**src/rtl/cute_key_sched.sv**
```systemverilog
// Key provider for time-varying-key locked FSMs: loads NUM_KEYS keys, holds the
// locked core in reset until started, then cycles keyinput every PHASE_LEN clocks.
module cute_key_sched #(
    parameter int KEY_W     = 6,
    parameter int NUM_KEYS  = 2,
    parameter int PHASE_LEN = 4,
    localparam int IDX_W    = (NUM_KEYS > 1) ? $clog2(NUM_KEYS) : 1
) (
    input  logic             clk,
    input  logic             rst,
    input  logic             cfg_valid,
    input  logic [KEY_W-1:0] cfg_data,
    output logic             cfg_ready,
    input  logic             cfg_clear,
    input  logic             start,
    input  logic             stop,
    output logic [KEY_W-1:0] keyinput,
    output logic             lock_rst,
    output logic [IDX_W-1:0] key_idx,
    output logic             loaded,
    output logic             running
);

    // cfg handshake: a word transfers on a rising edge where cfg_valid and
    // cfg_ready are both high; cfg_ready depends only on state, never on cfg_valid.

    localparam int PH_W = (PHASE_LEN > 1) ? $clog2(PHASE_LEN) : 1;
    localparam logic [PH_W-1:0]  PH_LAST  = PH_W'(PHASE_LEN - 1);
    localparam logic [IDX_W-1:0] IDX_LAST = IDX_W'(NUM_KEYS - 1);

    typedef enum logic [1:0] {
        S_EMPTY  = 2'd0,
        S_LOADED = 2'd1,
        S_RUN    = 2'd2
    } state_t;

    state_t           state_q, state_d;
    logic [IDX_W-1:0] ptr_q, ptr_d;
    logic [PH_W-1:0]  phase_q, phase_d;
    logic [IDX_W-1:0] idx_q, idx_d;
    logic [KEY_W-1:0] key_q [NUM_KEYS];
    logic [KEY_W-1:0] key_d [NUM_KEYS];

    // State register
    always_ff @(posedge clk) begin
        if (!rst) begin
            state_q <= S_EMPTY;
            ptr_q   <= '0;
            phase_q <= '0;
            idx_q   <= '0;
            for (int i = 0; i < NUM_KEYS; i++) begin
                key_q[i] <= '0;
            end
        end else begin
            state_q <= state_d;
            ptr_q   <= ptr_d;
            phase_q <= phase_d;
            idx_q   <= idx_d;
            for (int i = 0; i < NUM_KEYS; i++) begin
                key_q[i] <= key_d[i];
            end
        end
    end

    // Next state; the schedule counter is split into key index and phase within key
    always_comb begin
        state_d = state_q;
        ptr_d   = ptr_q;
        phase_d = phase_q;
        idx_d   = idx_q;
        for (int i = 0; i < NUM_KEYS; i++) begin
            key_d[i] = key_q[i];
        end

        if (cfg_clear) begin
            state_d = S_EMPTY;
            ptr_d   = '0;
            phase_d = '0;
            idx_d   = '0;
            for (int i = 0; i < NUM_KEYS; i++) begin
                key_d[i] = '0;
            end
        end else begin
            case (state_q)
                S_EMPTY: begin
                    if (cfg_valid) begin
                        key_d[ptr_q] = cfg_data;
                        if (ptr_q == IDX_LAST) begin
                            state_d = S_LOADED;
                            ptr_d   = '0;
                        end else begin
                            ptr_d = IDX_W'(ptr_q + 1);
                        end
                    end
                end
                S_LOADED: begin
                    // stop outranks start, so a simultaneous pair stays here
                    if (start && !stop) begin
                        state_d = S_RUN;
                        phase_d = '0;
                        idx_d   = '0;
                    end
                end
                S_RUN: begin
                    if (stop) begin
                        state_d = S_LOADED;
                        phase_d = '0;
                        idx_d   = '0;
                    end else if (phase_q == PH_LAST) begin
                        phase_d = '0;
                        idx_d   = (idx_q == IDX_LAST) ? '0 : IDX_W'(idx_q + 1);
                    end else begin
                        phase_d = PH_W'(phase_q + 1);
                    end
                end
                default: begin
                    state_d = S_EMPTY;
                end
            endcase
        end
    end

    // Outputs decode registers only, so keyinput settles right after each rising edge
    always_comb begin
        cfg_ready = (state_q == S_EMPTY);
        loaded    = (state_q == S_LOADED) || (state_q == S_RUN);
        running   = (state_q == S_RUN);
        lock_rst  = (state_q != S_RUN);
        keyinput  = '0;
        key_idx   = '0;
        if (state_q == S_RUN) begin
            keyinput = key_q[idx_q];
            key_idx  = idx_q;
        end
    end

endmodule

```
**config.mk**
```make
export PLATFORM = sky130hd
export DESIGN_NAME = cute_key_sched
export DESIGN_NICKNAME = d
export VERILOG_FILES = /design/src/rtl/cute_key_sched.sv
export SDC_FILE = /design/constraint.sdc
export NUM_CORES = 1
export LEC_CHECK = 0
export CORE_MARGIN = 8
export CORE_UTILIZATION = 35
export CTS_CLUSTER_DIAMETER = 150
export DETAILED_ROUTE_END_ITERATION = 10
export MAX_ROUTING_LAYER = met4
export PLACE_DENSITY_LB_ADDON = 0.15
export SYNTH_ARGS = -nofsm -noshare
export SYNTH_HDL_FRONTEND = slang
export SYNTH_SLANG_ARGS = --single-unit
export TNS_END_PERCENT = 5
```
**constraint.sdc**
```tcl
create_clock -name clk -period 2 [get_ports clk]
set_input_delay 0.3 -clock clk [delete_from_list [all_inputs] [get_ports clk]]
set_output_delay 0.3 -clock clk [all_outputs]
set_load 0.02 [all_outputs]
```
==> metrics.md, run 1 <==
| Metric | Value |
|---|---|
| Status | finished, final reports clean |
| Iteration-0 DRC Markers | 39 |
| Critical-path cell list | inv_1 -> ha_1 -> inv_2 -> nor2_1 -> dlygate4sd2_1 |
| H-tree depth | 1 |
| Met2 Resource Use GR | between 10% and 20% |
| Post-DP HPWL | roughly 1.6 mm |
| Vias in the first global route | roughly 800 |
| GRT met3 Usage | approximately 2.1% |
| Final WL | 2.01 mm |
| Crit share post-route | 92.3% |
| Drt drc | 0 |
| Net count after synthesis | between 100 and 150 |
| Initial Utilization | roughly 35% |
| Seq pwr share | about three fifths |
| Worst-skew pair later-pin latency | 0.29 ns |
| CP Data Required Time | between 1.5 and 2 ns |
| Hold Vio Cnt, Final | 0 |
| Type of the worst min-delay path | register to register |
| Vias | 764 |
| Synth cell count leaders | nor2_1, mux2i_1, dfxtp_1 |
| DR vias/cell | 4.90 |
| Clock Skew | ~0.00075 ns |
| I/O pins | 23 |
| CTS tree | yes |
| Post_cts resized | 9 |
| Endpoints failing setup | 0 |
| Top-count cell post-synth | nor2_1 |
| Unique masters post-synth | 25 |
| Max stage delay on crit path | 0.35 ns |
| Sw Ratio | 24.1% |
| CTS Buf Count | 3 |
| Die span in x | approximately 68 um |
| First-pass GRT wire length | roughly 3.4 mm |
| Most used DFF post-synth | dfxtp_1 |
| Met1 GRT Util | approximately 11% |
| Leakage | about 0.00055 uW |
| Worst Tran Pin Value | 0.481 ns |
| CTS root buf | clkbuf_4 |
| Post-layout util | between 40% and 50% |
| Clk sinks | 19 |
| Synth async-reset ratio | 0% |
| Setup Buffers After CTS | 0 |
| Number of antenna violations at the first check in global routing | 0 |
| Yosys top cell area share | roughly two fifths |
| Grt ovf | 0 |
| Ant diodes | 0 |
| FP Rows | 19 |
| Core area | 2660 um^2 |
| RSZ-0062 raised after global routing | false |
| PD cells | 545 nW/um^2 |
| Crit-path max FO | 7 |
| Hold Buf Count CTS | 0 |
| Max Buffers Root-to-Sink | 2 |
| GRT Total Usage | a little under 10% |
| EDFF count, synth | 0 |
| Area growth syn-to-layout | 29.2% |
| Clock share of power | around 30% |
| Worst rel slew slack | between 60 and 70% |
| Detailed Routing Iterations Pass 1 | 4 |
| Layout Nets | around 140 |
| Max Cap Viol | 0 |
| Internal | approximately 500 uW |
| Port Buffer Count | 22 |
| Psw | approximately 160 uW |
| Yosys warning count | 0 |
| Synth area leaders | dfxtp_1, mux2i_1, nor2_1 |
| Final Max Tran Viols | 0 |
| Crit. End Element | output pin |
| Non-Filler Instances | approximately 160 |
| WS Path Type | register to output pin |
| CTS clk-pin slew, worst paths | between 0.1 and 0.15 ns |
| Cells after DPL | approximately 150 |
| Largest net degree at the start of global routing | 13 |
| DIE AREA | around 4600 um^2 |
| Wirelength per Cell | about 13 um |
| DIE HEIGHT | 67.9 um |
| Buf/Inv on CP | 3 |
| Setup TNS | 0 ns |
| GPL Wtd Cong | between 0.7 and 0.8 |
| Mapped Cells | approximately 100 |
| Area post-placement | 1200 um^2 |
| Share of layout cells above drive strength 1 | about 8% |
| Fin area | roughly 1200 um^2 |
| Mapped Area | ~940 um^2 |
| Avg Inst Size Synth | about 9.2 um^2 |
| GRT busiest layer | met2 |
| Yosys reg bits | 19 |
| Comb power frac | between 10% and 20% |
| Min Tclk post-route | about 1.8 ns |
| Slowest-stage cell, CP | dfxtp_1 |
| Yosys top cell by area | dfxtp_1 |
| Maximum VDD drop | between 0.3 and 0.4 mV |
| Startpoint types | register |
| Arr. time, crit path | ~1.6 ns |
| Fmax | between 500 and 600 MHz |
| Seq/Total Area, Yosys | 40.4% |
| Cell class contributing the biggest share of worst-path delay | buffers and inverters |
| Antenna Nets Post-Route | 0 |
-- per-layer routing --
layer  vias up  share of wire, %
met5         -                 0
met4         0              0.70
met3         2               3.0
met2         9                50
met1       363                46
li1        390                 -
-- state kept, by name (all words and copies together), names as in the netlist, named ones only --
name     cells
phase_q      2
state_q      2
idx_q        1
ptr_q        1
key_q       12
-- through the flow --
| stage | setup WS, ns | hold WS [ns] | total power, uW |
|---|---|---|---|
| 5_1_grt | 0.0520 | 0.543 | 701 |
| 4_1_cts | 0.0158 | 0.495 | 676 |
| 6_report | 0.154 | 0.492 | 663 |
| 3_5_place_dp | 0.146 | 0.479 | 479 |
| 3_3_place_gp | 0.172 | 0.472 | 477 |
| 2_1_floorplan | 0.377 | 0.444 | 441 |
-- worst register-to-register path: cells and delay by family, from the launching register on --
kind | cells | cell delay, ns
AO/OA/AOI/OAI | 2 | 0.54
adder cells (fa/ha/maj) | 1 | 0.29
buffers and inverters | 2 | 0.28
flip-flops | 1 | 0.42
AND/OR/NAND/NOR | 1 | 0.04
-- cell usage in the layout (no fill, tap or decap), drive strengths merged, types with 2 or more instances in the layout --
cell type       n
nor2           23
dlygate4sd2     9
buf             2
nand2b          3
dfxtp          19
clkbuf          3
ha              6
dlymetal6s2s    2
mux2i          21
nand2           5
inv             5
clkdlybuf4s50  11
a211oi          2
-- kinds of logic after synthesis --
logic type      synth area share, %
mux                            22.3
buf+inv                        4.12
flops                          40.4
fa+ha+maj                      7.97
compound gates                 6.51
simple gates                   18.7
-- power groups by stage --
stage	clock, uW	combinational [uW]	sequential, uW
final	194	80.1	389
after floorplan	0	44.6	397
after global routing	222	88.1	390
after CTS	206	81.0	389
after global placement	0	79.7	397
after detailed placement	0	81.1	398
-- area by class of cell --
| class | count | area (um^2) |
|---|---|---|
| Fill cell | 282 | 1450 |
| Multi-Input combinational cell | 73 | 523 |
| Sequential cell | 19 | 380 |
| Timing Repair Buffer | 24 | 229 |
| Tap cell | 31 | 38.8 |
| Clock buffer | 3 | 22.5 |
| Inverter | 5 | 18.8 |
| Clock inverter | 1 | 5.00 |
-- final timing paths --
path                 endpoint        from  cells after the start  slack [ns]
setup reg to reg   state_q[0]  state_q[1]                      6        0.34
hold / removal          ptr_q       ptr_q                      2        0.49
setup / recovery  keyinput[2]  state_q[0]                      5        0.15
hold reg to reg         ptr_q       ptr_q                      2        0.49
Power figures use the tool's default switching activity.
==> inputs of run 2 (changes only) <==
Settings changed: SLEW_MARGIN from default to 20.
==> results of run 2 <==
No change in the layout: final DEF, timing and power equal those of run 1.
==> inputs of run 3 (changes only) <==
Settings changed: CTS_BUF_LIST from default to sky130_fd_sc_hd__clkbuf_8, TNS_END_PERCENT 5 to default.
==> run 3 against run 2 <==
Critical path depth down 2. Via count up 0.79%. Register-to-register slack about the same. First-iteration DRC count down 7.7%. Final cell count unchanged. Critical endpoint is now cfg_ready.
==> metrics.md, run 3 (same netlist as run 1, synthesis figures left out) <==
| Metric | Value |
|---|---|
| Status | finished, final reports clean |
| Critical-path cell list | inv_1 -> ha_1 -> clkdlybuf4s50_1 |
| Clock Skew | 0.00195 ns |
| Fin worst setup slack | 0.0921 ns |
| Fillers | between 200 and 300 |
| Ant diodes | 0 |
| GRT Total Usage | between 9 and 10% |
| Reg2reg path depth | 6 |
| Fin area | 1240 um^2 |
| Hold Path Depth | 2 |
| FP Rows | 19 |
| Levels on crit path | 3 |
| Die span in x | 67.9 um |
| WS Path Type | register to output pin |
| Leakage | between 0.0005 and 0.0006 uW |
| Grt ovf | 0 |
| CTS root buf | clkbuf_8 |
| GPL Wtd Cong | around 0.73 |
| Cell class contributing the biggest share of worst-path delay | buffers and inverters |
| Setup Buffers After CTS | 0 |
| H-tree depth | 1 |
| DIE AREA | ~4600 um^2 |
| Post-DP HPWL | ~1.6 mm |
| Crit-path max FO | 5 |
| Port Buffer Count | 22 |
| Most frequent cells in the layout | nor2_1, mux2i_1, dfxtp_1 |
| Hold Vio Cnt, Final | 0 |
| Final WL | 2.02 mm |
| Fmax | 524 MHz |
| Final Power | roughly 730 uW |
| Worst Tran Pin Value | between 0.4 and 0.5 ns |
| Maximum VDD drop | roughly 0.42 mV |
| CTS clk-pin slew, worst paths | 0.07 ns |
| Crit share post-route | roughly 95% |
| Worst rel slew slack | around two thirds |
| CTS tree | yes |
| Vias in the first global route | ~780 |
| Number of flip-flops in the largest register | 12 |
| Clk sinks | 19 |
| Number of antenna violations at the first check in global routing | 0 |
| Detailed Routing Iterations Pass 1 | 4 |
| DIE HEIGHT | 67.9 um |
| DR vias/cell | between 4 and 5 |
| Endpoints failing setup | 0 |
| Drt drc | 0 |
| Wirelength per Cell | between 10 and 15 um |
| Max Cap Viol | 0 |
| PD cells | slightly below 600 nW/um^2 |
| I/O pins | 23 |
| Area post-placement | 1200 um^2 |
| Min Tclk post-route | 1.91 ns |
| CP Data Required Time | 1.70 ns |
| RSZ-0062 raised after global routing | false |
| Largest net degree at the start of global routing | 13 |
| Share of layout cells above drive strength 1 | under 10% |
| Max stage delay on crit path | approximately 0.64 ns |
| Final Max Tran Viols | 0 |
| Buf/Inv on CP | 2 |
| Final hold slack | 0.491 ns |
| Worst-skew pair later-pin latency | about 0.25 ns |
| Worst reg-to-reg setup slack | between 0.3 and 0.4 ns |
| Largest registers | key_q x12, phase_q x2, state_q x2 |
| Core area | around 2700 um^2 |
| Iteration-0 DRC Markers | 36 |
| Type of the worst min-delay path | register to register |
| First-pass GRT wire length | between 3 and 4 mm |
| Hold Buf Count CTS | 0 |
| Layout Nets | between 100 and 150 |
| Max Buffers Root-to-Sink | 2 |
| Leading cell type in the layout, fill and taps excluded | nor2_1 |
| CTS Buf Count | 3 |
| Area growth syn-to-layout | 31.5% |
| Biggest register | key_q |
| Startpoint types | register |
| Antenna Nets Post-Route | 0 |
| Vias | 770 |
| Setup TNS | 0 ns |
| Slowest-stage cell, CP | clkdlybuf4s50_1 |
| Initial Utilization | roughly 35% |
| Arr. time, crit path | about 1.6 ns |
| Setup WS pre-CTS | roughly 0.15 ns |
| Crit. End Element | output pin |
run 3: cell types whose count changed in the layout (fill, tap and decap cells not counted), sizes merged:
cell,before,now
clkdlybuf4s50,11,13
dlygate4sd2,9,7
run 3: power breakdown:
group	leakage, uW	internal, uW	switching (uW)	total (uW)
Combinational	0.000389	44.1	36.3	80.5
Clock	0.0000255	138	127	265
Sequential	0.000154	385	3.74	389
Total	0.000568	567	167	735
run 3: cell type report:
| class | instances | area, um^2 | area share (%) |
|---|---|---|---|
| clock buffer | 3 | 41.3 | 3.33 |
| clock inverter | 1 | 5.00 | 0.404 |
| inverter | 5 | 18.8 | 1.52 |
| multi-input combinational | 73 | 523 | 42.2 |
| sequential | 19 | 380 | 30.7 |
| tap | 31 | 38.8 | 3.13 |
| timing repair buffer | 24 | 231 | 18.7 |
run 3: what timing repair did:
| action | CTS | global route |
|---|---|---|
| cloned | 0 | 0 |
| endpoints found under the setup margin | 7 | 2 |
| resized for setup | 7 | 2 |
run 3: metrics by stage:
stage | instances | utilization (%)
2_1_floorplan | 102 | -
3_3_place_gp | 152 | 44.9
3_5_place_dp | 152 | 44.9
4_1_cts | 156 | 46.3
5_1_grt | 156 | 46.5
6_report | 156 | 46.5
run 3: path summary, 6_finish.rpt:
kind | start | to
worst max-delay path | state_q[0] | cfg_ready
worst max register to register | state_q[1] | state_q[0]
worst min register to register | ptr_q | ptr_q
worst min-delay path | ptr_q | ptr_q
run 3: tightest hold or removal path, cell delays in order, from the launching register on:
cell and delay (ns):
dfxtp_1 0.33, nand2_1 0.06, a21oi_1 0.05
run 3: layer usage:
metal	track usage (%)	part of all wire [%]	vias to the layer above
li1	-	-	388
met1	11.0	47	369
met2	16.2	49	11
met3	2.62	2.9	2
met4	3.07	0.64	0
met5	-	0	-
